`src/rtl/adder_op_sequencer.sv`:
```
// Issue/capture controller that wraps the self-timed 32-bit adder in a valid/ready shell
// so it behaves as a variable-latency synchronous unit with a watchdog.
module adder_op_sequencer #(
    parameter int WIDTH    = 32,
    parameter int MIN_WAIT = 1,
    parameter int MAX_WAIT = 8,
    parameter int CNT_W    = 4,
    parameter int TO_W     = 16
) (
    input  logic             adder_clk,
    input  logic             rst_n,
    input  logic             in_valid,
    output logic             in_ready,
    input  logic [WIDTH-1:0] in_a,
    input  logic [WIDTH-1:0] in_b,
    input  logic             in_cin,
    output logic [WIDTH-1:0] add_a,
    output logic [WIDTH-1:0] add_b,
    output logic             add_cin,
    output logic             add_f,
    output logic             add_request,
    input  logic             add_done,
    input  logic [WIDTH-1:0] add_sum,
    input  logic             add_cout,
    output logic             out_valid,
    input  logic             out_ready,
    output logic [WIDTH-1:0] out_sum,
    output logic             out_cout,
    output logic             out_timeout,
    output logic [CNT_W-1:0] out_cycles,
    output logic [TO_W-1:0]  timeout_cnt
);

    typedef enum logic [1:0] {
        S_IDLE,
        S_LAUNCH,
        S_WAIT,
        S_HOLD
    } state_t;

    state_t           state;
    state_t           state_next;
    logic [CNT_W-1:0] cnt;
    logic             accept;
    logic             done_ok;
    logic             force_cap;
    logic             capture;

    always_comb begin
        accept     = 1'b0;
        done_ok    = 1'b0;
        force_cap  = 1'b0;
        capture    = 1'b0;
        state_next = state;
        case (state)
            S_IDLE: begin
                accept = in_valid && in_ready;
                if (accept) state_next = S_LAUNCH;
            end
            S_LAUNCH: state_next = S_WAIT;
            S_WAIT: begin
                // A ready seen before MIN_WAIT may be left over from the previous add.
                done_ok   = add_done && (cnt >= CNT_W'(MIN_WAIT));
                force_cap = (cnt == CNT_W'(MAX_WAIT));
                capture   = done_ok || force_cap;
                if (capture) state_next = S_HOLD;
            end
            S_HOLD: begin
                if (out_ready) state_next = S_IDLE;
            end
            default: state_next = S_IDLE;
        endcase
    end

    always_ff @(posedge adder_clk or negedge rst_n) begin
        if (!rst_n) begin
            state <= S_IDLE;
        end else begin
            state <= state_next;
        end
    end

    // Handshake strobes are decoded from the next state so every output comes off a flop.
    always_ff @(posedge adder_clk or negedge rst_n) begin
        if (!rst_n) begin
            in_ready    <= 1'b0;
            add_f       <= 1'b0;
            add_request <= 1'b0;
            out_valid   <= 1'b0;
        end else begin
            in_ready    <= (state_next == S_IDLE);
            add_f       <= (state_next == S_LAUNCH);
            add_request <= (state_next == S_WAIT);
            out_valid   <= (state_next == S_HOLD);
        end
    end

    always_ff @(posedge adder_clk or negedge rst_n) begin
        if (!rst_n) begin
            add_a       <= '0;
            add_b       <= '0;
            add_cin     <= 1'b0;
            cnt         <= '0;
            out_sum     <= '0;
            out_cout    <= 1'b0;
            out_timeout <= 1'b0;
            out_cycles  <= '0;
            timeout_cnt <= '0;
        end else begin
            if (accept) begin
                add_a   <= in_a;
                add_b   <= in_b;
                add_cin <= in_cin;
            end
            if (state == S_LAUNCH) begin
                cnt <= CNT_W'(1);
            end else if ((state == S_WAIT) && !capture) begin
                cnt <= cnt + CNT_W'(1);
            end
            if (capture) begin
                out_sum     <= add_sum;
                out_cout    <= add_cout;
                out_cycles  <= cnt;
                out_timeout <= force_cap && !done_ok;
                if (force_cap && !done_ok && (timeout_cnt != {TO_W{1'b1}})) begin
                    timeout_cnt <= timeout_cnt + TO_W'(1);
                end
            end
        end
    end

endmodule

```
`config.mk`:
```
export PLATFORM = sky130hd
export DESIGN_NAME = adder_op_sequencer
export DESIGN_NICKNAME = d
export VERILOG_FILES = /design/src/rtl/adder_op_sequencer.sv
export SDC_FILE = /design/constraint.sdc
export NUM_CORES = 1
export LEC_CHECK = 0
export ABC_AREA = 1
export BUFFER_PORTS_ARGS = -buffer_cell sky130_fd_sc_hd__buf_4
export CAP_MARGIN = 10
export CORE_MARGIN = 2
export CORE_UTILIZATION = 30
export DETAILED_ROUTE_END_ITERATION = 8
export GPL_TIMING_DRIVEN = 0
export PLACE_DENSITY_LB_ADDON = 0.12
export SLEW_MARGIN = 20
export SYNTH_ARGS = -nofsm -noshare
export SYNTH_HDL_FRONTEND = slang
export SYNTH_SLANG_ARGS = --single-unit
```
`constraint.sdc`:
```
create_clock -name adder_clk -period 1.4 [get_ports adder_clk]
set_input_delay 0.21 -clock adder_clk [delete_from_list [all_inputs] [get_ports adder_clk]]
set_output_delay 0.21 -clock adder_clk [all_outputs]
set_load 0.05 [all_outputs]
```
==> reports/results.tsv, run 1 <==
metric	value	unit
Final min period	1570	ps
Final Skew	9.22	ps
max_cap viols	0	
Final Non-Filler Cells	1210	
hold path startpoint	in_a[15]	
Synth Area in XOR/XNOR	1.46	%
CTS tree	done	
share of layout cells above drive strength 1	36.3	%
initial detailed-routing violation count	226	
total wire length	16600	um
drt pass-1 iters	4	
H-Tree Depth	4	
CP max FO	10	
met1 Usage GRT	22.5	%
FP Rows	49	
measured slew at the worst slew-check pin	523	ps
dpl cells	1092	
All-Layer GR Usage	17.6	%
critical path cell sequence	inv_2 -> ha_1 -> nand3_2 -> nor2_4 -> nand2_4 -> nor2_4 -> buf_8 -> nand2_1 -> nand2_1	
GR Overflow Total	0	
commonest register cell after synthesis	dfrtp_1	
status	finished, violations left	
post-synthesis sequential area ratio	59.7	%
Die Area	19100	sq um
leakage power	0.00491	uW
routing usage on met3	4.95	%
fillers	1690	
fmax	635	MHz
Crit. End Element	register	
Synth-to-Final Area Change	69.9	%
routed len/inst	13.7	um
final setup margin	-174	ps
critical path class	reg -> reg	
met2 Usage GRT	28.5	%
fin crit share	112	%
critical path arrival	1920	ps
routability-driven placement congestion ratio	0.810	
Cell Area, Placed	7460	sq um
fin. max-slew vios	0	
Hold Crit Endpoint	add_a[15]	
Fin Hold WS	14.5	ps
commonest non-fill, non-tap cell in the layout	nand2_1	
simple-gate portion of the synthesized area	31.7	%
CP max stage delay	400	ps
vias	5187	
Starting Density	30.3	%
PwrDens	2460	nW/um^2
Final ANT Viol Nets	0	
commonest cells after routing, fill and taps aside	nand2_1 (334), buf_4 (239), dfrtp_1 (114), dlygate4sd3_1 (62), nand3_1 (42)	
Post-Synth Adder-Cell Area	1.16	%
RSZ-0062 raised after global routing	yes	
synthesized cell area	5400	sq um
largest net degree at the start of global routing	66	
GRT busiest layer	met2	
Core Util, Final	51.5	%
CP bufs+invs	2	
Post-synth ARST share	100	%
required time of the critical path	1750	ps
Max Root-Sink Buffers	2	
maximum VDD drop	0.00135	V
Power, Total	22600	uW
Core Footprint	17800	sq um
slowest stage cell, crit path	dfrtp_1	
failing checks	negative setup slack	
HPWL after DPL	11400	um
Seq cells post-synth	129	
most area-consuming cells after synthesis	dfrtp_1 (60%), nand2_1 (24%), nand3_1 (4.1%)	
YS warnings	0	
compound-gate portion of the synthesized area	1.64	%
Reg clk slew, reported paths	60	ps
Design Area, Final	9180	sq um
mux cell area share after synthesis	0	%
Synth Net Count	745	
EDFF count, synth	0	
clock root buffer	clkbuf_16	
Via density	4.29	
clk sinks	129	
number of global-route vias before repair	5359	
Worst slew margin	65.1	%
RR Startpoint	cnt[0]	
clock latency on the worst-skew pair	420	ps
Post-route DRC	0	
largest family of logic cells by synthesized area	simple AND/OR/NAND/NOR gates	
diode count	0	
top-area cell type share of the netlist area	59.7	%
die height	138	um
Hold Path Depth	3	
Hold Path Class	in -> reg	
CP delay by family, top	simple AND/OR/NAND/NOR gates	
Die Span X	138	um
Cells after Synth	637	
Yosys top cell by area	dfrtp_1	
Critical R2R Capture	timeout_cnt[0]	
# IOs	226	
initial antenna violation count	0	
first-pass GRT wire length	27300	um
# nets final	1076	
final setup fails	63	
CTS buffer count	17	
Port Buffer Count	225	
final hold violation count	0	
internal reg-to-reg setup slack	-170	ps
synth unique cells	22	
crit start category	register	
Reg2Reg Depth	9	
Syn Area/Cell	8.48	sq um
-- how the worst max path moves through the flow --
| stage | depth (start not counted) | startpoint | endpoint | slack [ps] |
|---|---|---|---|---|
| after floorplan | 9 | timeout_cnt[0] | timeout_cnt[12] | -120 |
| after detailed placement | 11 | cnt[0] | timeout_cnt[0] | -310 |
| after CTS | 11 | cnt[0] | timeout_cnt[0] | -180 |
| final | 9 | cnt[0] | timeout_cnt[0] | -170 |
| after global placement | 1 | rst_n | timeout_cnt[14] | -580 |
| after global routing | 9 | cnt[0] | timeout_cnt[2] | -330 |
-- repair_timing --
| action | CTS | global route |
|---|---|---|
| hold buffers | 62 | 0 |
| gates cloned | 1 | 5 |
| resized for setup | 33 | 67 |
| hold endpoints to repair | 125 | 0 |
| setup endpoints to repair | 117 | 122 |
| buffers inserted | 8 | 10 |
| pin swaps | 5 | 7 |
-- per-stage QoR --
stage          setup slack, ps  TNS [ps]
6_report                  -174     -8160
3_5_place_dp              -313    -19940
2_1_floorplan             -120     -1410
5_1_grt                   -332    -15760
3_3_place_gp              -583    -76760
4_1_cts                   -179     -9480
-- cell type report --
class                      instances  area (sq um)  area share [%]
buffer                            26           299            3.26
clock buffer                      17           425            4.63
clock inverter                    15           160            1.74
inverter                          26           100            1.09
multi-input combinational        456          2050            22.3
sequential                       129          3250            35.4
tap                              229           287            3.12
timing repair buffer             312          2620            28.5
-- layer usage --
layer / vias to the layer above / wire length [um]
li1: 2644 / -
met1: 2356 / 7300
met5: - / 0
met2: 164 / 7940
met4: 0 / 336
met3: 23 / 1010
-- cells in the mapped netlist, types with 4 or more instances --
cell type  instances
o21ai_0            8
inv_1             24
nand3_1           44
nand4_1            5
nor2_1            21
nand2_1          342
ha_1               5
clkbuf_1           7
xor2_1             5
buf_2             16
dfrtp_1          129
o21ai_1            8
xnor2_1            4
nand2_2            5
-- cell families after synthesis --
group                    Yosys count
adder cells (fa/ha/maj)            5
AO/OA/AOI/OAI                     17
XOR/XNOR                           9
AND/OR/NAND/NOR                  425
buffers and inverters             52
flip-flops                       129
-- registers in the layout, indices dropped and copies added (netlist names) --
register / cells
out_cout: 1
add_request: 1
in_ready: 1
add_cin: 1
out_sum: 32
add_b: 32
state: 2
timeout_cnt: 16
add_f: 1
add_a: 32
out_timeout: 1
out_valid: 1
out_cycles: 4
cnt: 4
-- where the power goes --
part           leakage [uW]  switching, uW  internal [uW]
Clock              0.000284           1750           2640
Combinational       0.00302           8180           3800
Sequential          0.00161            937           5280
-- tightest hold or removal path, delay by kind of cell --
family | cells | cell delay, ps
simple gates | 2 | 100
buf+inv | 1 | 80
No activity file was read; power rests on OpenSTA's default activity.
==> run 2, diff against run 1 <==
--- a/config.mk
+++ b/config.mk
@@ -12,7 +12,6 @@
 export CORE_UTILIZATION = 30
 export DETAILED_ROUTE_END_ITERATION = 8
 export GPL_TIMING_DRIVEN = 0
-export PLACE_DENSITY_LB_ADDON = 0.12
 export SLEW_MARGIN = 20
 export SYNTH_ARGS = -nofsm -noshare
 export SYNTH_HDL_FRONTEND = slang
==> reports/results.tsv, run 2 (synthesis gave the netlist of run 1 again) <==
metric	value	unit	change
Reg clk slew, reported paths	60	ps	about the same
max_cap viols	0		unchanged
die height	138	um	unchanged
# IOs	226		unchanged
Post-route DRC	0		unchanged
fmax	626	MHz	-1.4%
GR Overflow Total	0		unchanged
critical path arrival	1950	ps	+30 ps
Power, Total	22900	uW	+1.5%
total wire length	16900	um	+1.6%
vias	5350		+3.1%
Hold Path Class	in -> reg		
critical path class	reg -> reg		
Via density	4.38		+2.2%
fin. max-slew vios	0		unchanged
Reg2Reg Depth	11		+2
commonest cells after routing, fill and taps aside	nand2_1 (320), buf_4 (243), dfrtp_1 (114), dlygate4sd3_1 (72), nand3_1 (42)		
status	finished, violations left		
initial antenna violation count	0		unchanged
Final min period	1600	ps	+22.6 ps
routability-driven placement congestion ratio	0.779		-3.8%
RSZ-0062 raised after global routing	yes		
clk sinks	129		unchanged
measured slew at the worst slew-check pin	469	ps	-54.9 ps
All-Layer GR Usage	17.2	%	-0.40 points
first-pass GRT wire length	26500	um	-2.8%
CTS tree	done		
Max Root-Sink Buffers	2		unchanged
drt pass-1 iters	5		+1
RR Startpoint	cnt[0]		
Die Span X	138	um	unchanged
FP Rows	49		unchanged
leakage power	0.00492	uW	+0.25%
number of global-route vias before repair	5279		-1.5%
Crit. End Element	register		
required time of the critical path	1750	ps	about the same
Critical Path End	out_sum[26]		
CTS buffer count	17		unchanged
final setup fails	62		-1.6%
Largest regs	add_a x32, add_b x32, out_sum x32		
clock latency on the worst-skew pair	420	ps	about the same
Final Non-Filler Cells	1221		+0.91%
maximum VDD drop	0.00140	V	+3.4%
# nets final	1087		+1.0%
Core Util, Final	52.1	%	+0.68 points
final hold violation count	0		unchanged
final setup margin	-197	ps	-22.6 ps
clock root buffer	clkbuf_16		
Final Skew	11.4	ps	+2.16 ps
fin crit share	114	%	+1.6 points
initial detailed-routing violation count	256		+13%
crit start category	register		
Critical R2R Capture	out_sum[26]		
CP max FO	6		-4
Port Buffer Count	225		unchanged
diode count	0		unchanged
Fin Hold WS	24.1	ps	+9.68 ps
share of layout cells above drive strength 1	38.2	%	+1.9 points
largest net degree at the start of global routing	73		+11%
dpl cells	1092		unchanged
commonest non-fill, non-tap cell in the layout	nand2_1		
Worst Setup SP	cnt[0]		
Core Footprint	17800	sq um	unchanged
routed len/inst	13.8	um	+0.72%
Post-Route Setup TNS	-9570	ps	-1410 ps
Worst slew margin	68.8	%	+3.7 points
Synth-to-Final Area Change	72.2	%	
Die Area	19100	sq um	unchanged
HPWL after DPL	11100	um	-2.8%
Final ANT Viol Nets	0		unchanged
Starting Density	30.3	%	unchanged
internal reg-to-reg setup slack	-200	ps	-20 ps
H-Tree Depth	4		unchanged
PwrDens	2460	nW/um^2	+0.16%
failing checks	negative setup slack		
run 2: cell types whose count changed in the layout (fill, tap and decap cells not counted), sizes merged:
cell,before,now
bufinv,2,1
dlygate4sd3,62,72
nand2,347,348
buf,267,266
clkinv,8,5
clkinvlp,2,4
clkbuf,26,28
inv,29,30
run 2: worst min-delay path by stage:
stage,start,endpoint,slack (ps),cells past startpoint
detailed placement,rst_n,add_b[12],180,1
global placement,in_b[16],add_b[16],400,3
finish,add_sum[24],out_sum[24],20,3
floorplan,rst_n,add_a[0],-90,0
global route,add_sum[11],out_sum[11],3,3
CTS,add_sum[31],out_sum[31],0.2,3
run 2: repair_timing:
action,in CTS,in global routing
hold endpoints to repair,128,0
hold buffers,72,0
buffers inserted,8,11
endpoints found under the setup margin,120,122
pin swaps,4,6
gates resized for setup,43,52
gates cloned,1,5
run 2: worst max-delay path, stage by stage, from the launching register on:
cell       delay [ps]
dfrtp_1           430
inv_4             120
ha_4              140
inv_2              20
nor2_1             70
nand2_1            90
nand2_4           120
nand2_8           110
nand2_8           150
clkbuf_16         160
nand2_2            40
nand2_1            60
run 2: through the flow:
stage | worst slack, ps | area [sq um]
2_1_floorplan | -120 | 5450
3_3_place_gp | -542 | 7430
5_1_grt | -273 | 9300
4_1_cts | -160 | 8950
6_report | -197 | 9300
3_5_place_dp | -318 | 7460
run 2: layout make-up:
cell class                 instances  area [sq um]
sequential                       129          3250
multi-input combinational        457          2160
inverter                          26           103
tap                              229           287
timing repair buffer             322          2700
fill                            1637          8540
clock buffer                      18           439
clock inverter                    14           131
buffer                            26           238
run 2: routing by layer:
layer / up-vias / track usage (%) / part of all wire (%)
met5: - / 0 / 0
met4: 0 / 4.94 / 1.1
met3: 16 / 5.33 / 5.1
met2: 158 / 28.0 / 49
met1: 2509 / 22.3 / 45
li1: 2667 / - / -
run 2: report_power, final:
group	internal [uW]	total, uW	switching (uW)	leakage, uW
registers	5280	6240	961	0.00161
logic	3950	12400	8410	0.00305
clock network	2510	4320	1810	0.000270
==> run 3, diff against run 2 <==
--- a/config.mk
+++ b/config.mk
@@ -12,6 +12,7 @@
 export CORE_UTILIZATION = 30
 export DETAILED_ROUTE_END_ITERATION = 8
 export GPL_TIMING_DRIVEN = 0
+export PLACE_DENSITY = 0.52
 export SLEW_MARGIN = 20
 export SYNTH_ARGS = -nofsm -noshare
 export SYNTH_HDL_FRONTEND = slang
==> reports/results.tsv, run 3 (synthesis gave the netlist of run 1 again) <==
metric	value	unit	change
status	finished, violations left		
failing checks	negative setup slack		
clock latency on the worst-skew pair	410	ps	about the same
Port Buffer Count	225		unchanged
Largest regs	add_a x32, add_b x32, out_sum x32		
# nets final	1073		-1.3%
first-pass GRT wire length	26600	um	+0.36%
largest net degree at the start of global routing	66		-9.6%
register area	3250	sq um	about the same
Core Footprint	17800	sq um	unchanged
leakage power	0.00492	uW	about the same
share of layout cells above drive strength 1	39.4	%	+1.2 points
fin crit share	112	%	-2.3 points
dpl ws	-333	ps	-14.6 ps
Design Area, Final	9360	sq um	+0.62%
Reg2Reg Depth	11		unchanged
measured slew at the worst slew-check pin	524	ps	+55.8 ps
fillers	1668		+1.9%
RSZ-0062 raised after global routing	yes		
final setup margin	-165	ps	+32.1 ps
All-Layer GR Usage	17.3	%	+0.12 points
Die Span X	138	um	unchanged
commonest cells after routing, fill and taps aside	nand2_1 (306), buf_4 (232), dfrtp_1 (113), dlygate4sd3_1 (65), nand3_1 (42)		
routability-driven placement congestion ratio	0.759		-2.7%
fmax	639	MHz	+2.1%
Hold Crit Endpoint	out_sum[16]		
die height	138	um	unchanged
initial antenna violation count	0		unchanged
Final Non-Filler Cells	1207		-1.1%
fin. max-slew vios	0		unchanged
CTS tree	done		
CP max FO	7		+1
maximum VDD drop	0.00132	V	-5.8%
vias	5231		-2.2%
Starting Density	30.3	%	unchanged
internal reg-to-reg setup slack	-160	ps	+30 ps
Hold Path Depth	3		unchanged
dpl cells	1092		unchanged
Post-route DRC	0		unchanged
clock root buffer	clkbuf_16		
RR Startpoint	cnt[0]		
total wire length	16700	um	-0.79%
clk sinks	129		unchanged
final hold violation count	0		unchanged
Reg clk slew, reported paths	60	ps	about the same
commonest non-fill, non-tap cell in the layout	nand2_1		
crit start category	register		
initial detailed-routing violation count	219		-14%
Hold Path Class	in -> reg		
Worst slew margin	65.0	%	-3.7 points
GR Overflow Total	0		unchanged
Max Root-Sink Buffers	2		unchanged
max_cap viols	0		unchanged
Final Skew	8.62	ps	-2.76 ps
Via density	4.33		-1.1%
CTS buffer count	17		unchanged
required time of the critical path	1700	ps	-50 ps
critical path class	reg -> reg		
hold path startpoint	add_sum[16]		
drt pass-1 iters	4		-1
diode count	0		unchanged
PwrDens	2520	nW/um^2	+2.3%
HPWL after DPL	11500	um	+3.5%
H-Tree Depth	4		unchanged
Final ANT Viol Nets	0		unchanged
Synth-to-Final Area Change	73.2	%	
Crit. End Element	register		
area of the multi-input gates	2250	sq um	+4.1%
Die Area	19100	sq um	unchanged
Cell Area, Placed	7460	sq um	unchanged
# IOs	226		unchanged
Critical R2R Capture	out_sum[15]		
FP Rows	49		unchanged
critical path arrival	1870	ps	-80 ps
number of global-route vias before repair	5217		-1.2%
routed len/inst	13.9	um	+0.36%
final setup fails	61		-1.6%
Final min period	1560	ps	-32.1 ps
run 3: changes by cell type in the layout (fill, tap and decap cells not counted), moves of 4 or more:
cell           change
nand2_4           +10
buf_4             -11
nand2_1           -14
dlygate4sd3_1      -7
nand2_2            +4
run 3: power breakdown:
group / switching (uW) / internal [uW]
Sequential: 1060 / 5290
Combinational: 8450 / 3980
Clock: 1740 / 3060
run 3: worst max-delay path by stage:
stage / to / from / slack (ps) / cells after the start
floorplan: timeout_cnt[12] / timeout_cnt[0] / -120 / 9
global placement: timeout_cnt[2] / rst_n / -590 / 1
detailed placement: timeout_cnt[1] / cnt[0] / -330 / 11
CTS: timeout_cnt[12] / cnt[0] / -180 / 12
global route: timeout_cnt[0] / cnt[0] / -260 / 11
finish: out_sum[15] / cnt[0] / -160 / 11
run 3: per-stage QoR:
| stage | hold WS, ps | util, % | power [uW] | setup TNS, ps |
|---|---|---|---|---|
| detailed placement | 200 | 41.8 | 17400 | -18570 |
| global route | 21.7 | 52.5 | 24800 | -13800 |
| floorplan | -85.6 | - | 13600 | -1410 |
| finish | 26.9 | 52.5 | 23600 | -7630 |
| global placement | 405 | 41.6 | 17300 | -78010 |
| CTS | 1.54 | 49.9 | 22700 | -9420 |
run 3: layout make-up:
class	instances	area share [%]
well taps	229	3.06
inverters	26	1.15
plain buffers	26	2.62
clock inverters	14	2.15
multi-input cells	457	24.1
flip-flops and latches	129	34.7
repair buffers	308	27.6
clock buffers	18	4.69
run 3: critical path: stages (launching register included):
cell,delay (ps)
dfrtp_2,430
clkinv_4,110
ha_4,170
inv_2,40
nor2_2,30
nand2_2,70
nand2_4,80
nand2_8,130
nand2_8,100
clkbuf_16,200
nand2_4,50
nand2_1,40
run 3: per-layer routing:
metal  share of wire [%]  track usage [%]  routed length [um]  vias to the layer above
met5                   0                0                   0                        -
met4                 2.3             6.93                 381                        0
met3                 6.3             5.75                1060                       24
met2                  47             26.9                7810                      174
met1                  45             22.5                7480                     2398
li1                    -                -                   -                     2635
run 3: what timing repair did:
item | CTS | global route
hold buffers | 65 | 0
endpoints found under the setup margin | 121 | 118
setup buffers | 4 | 8
pin swaps | 4 | 4
resized for setup | 34 | 90
endpoints found under the hold margin | 128 | 0
gates cloned | 1 | 5
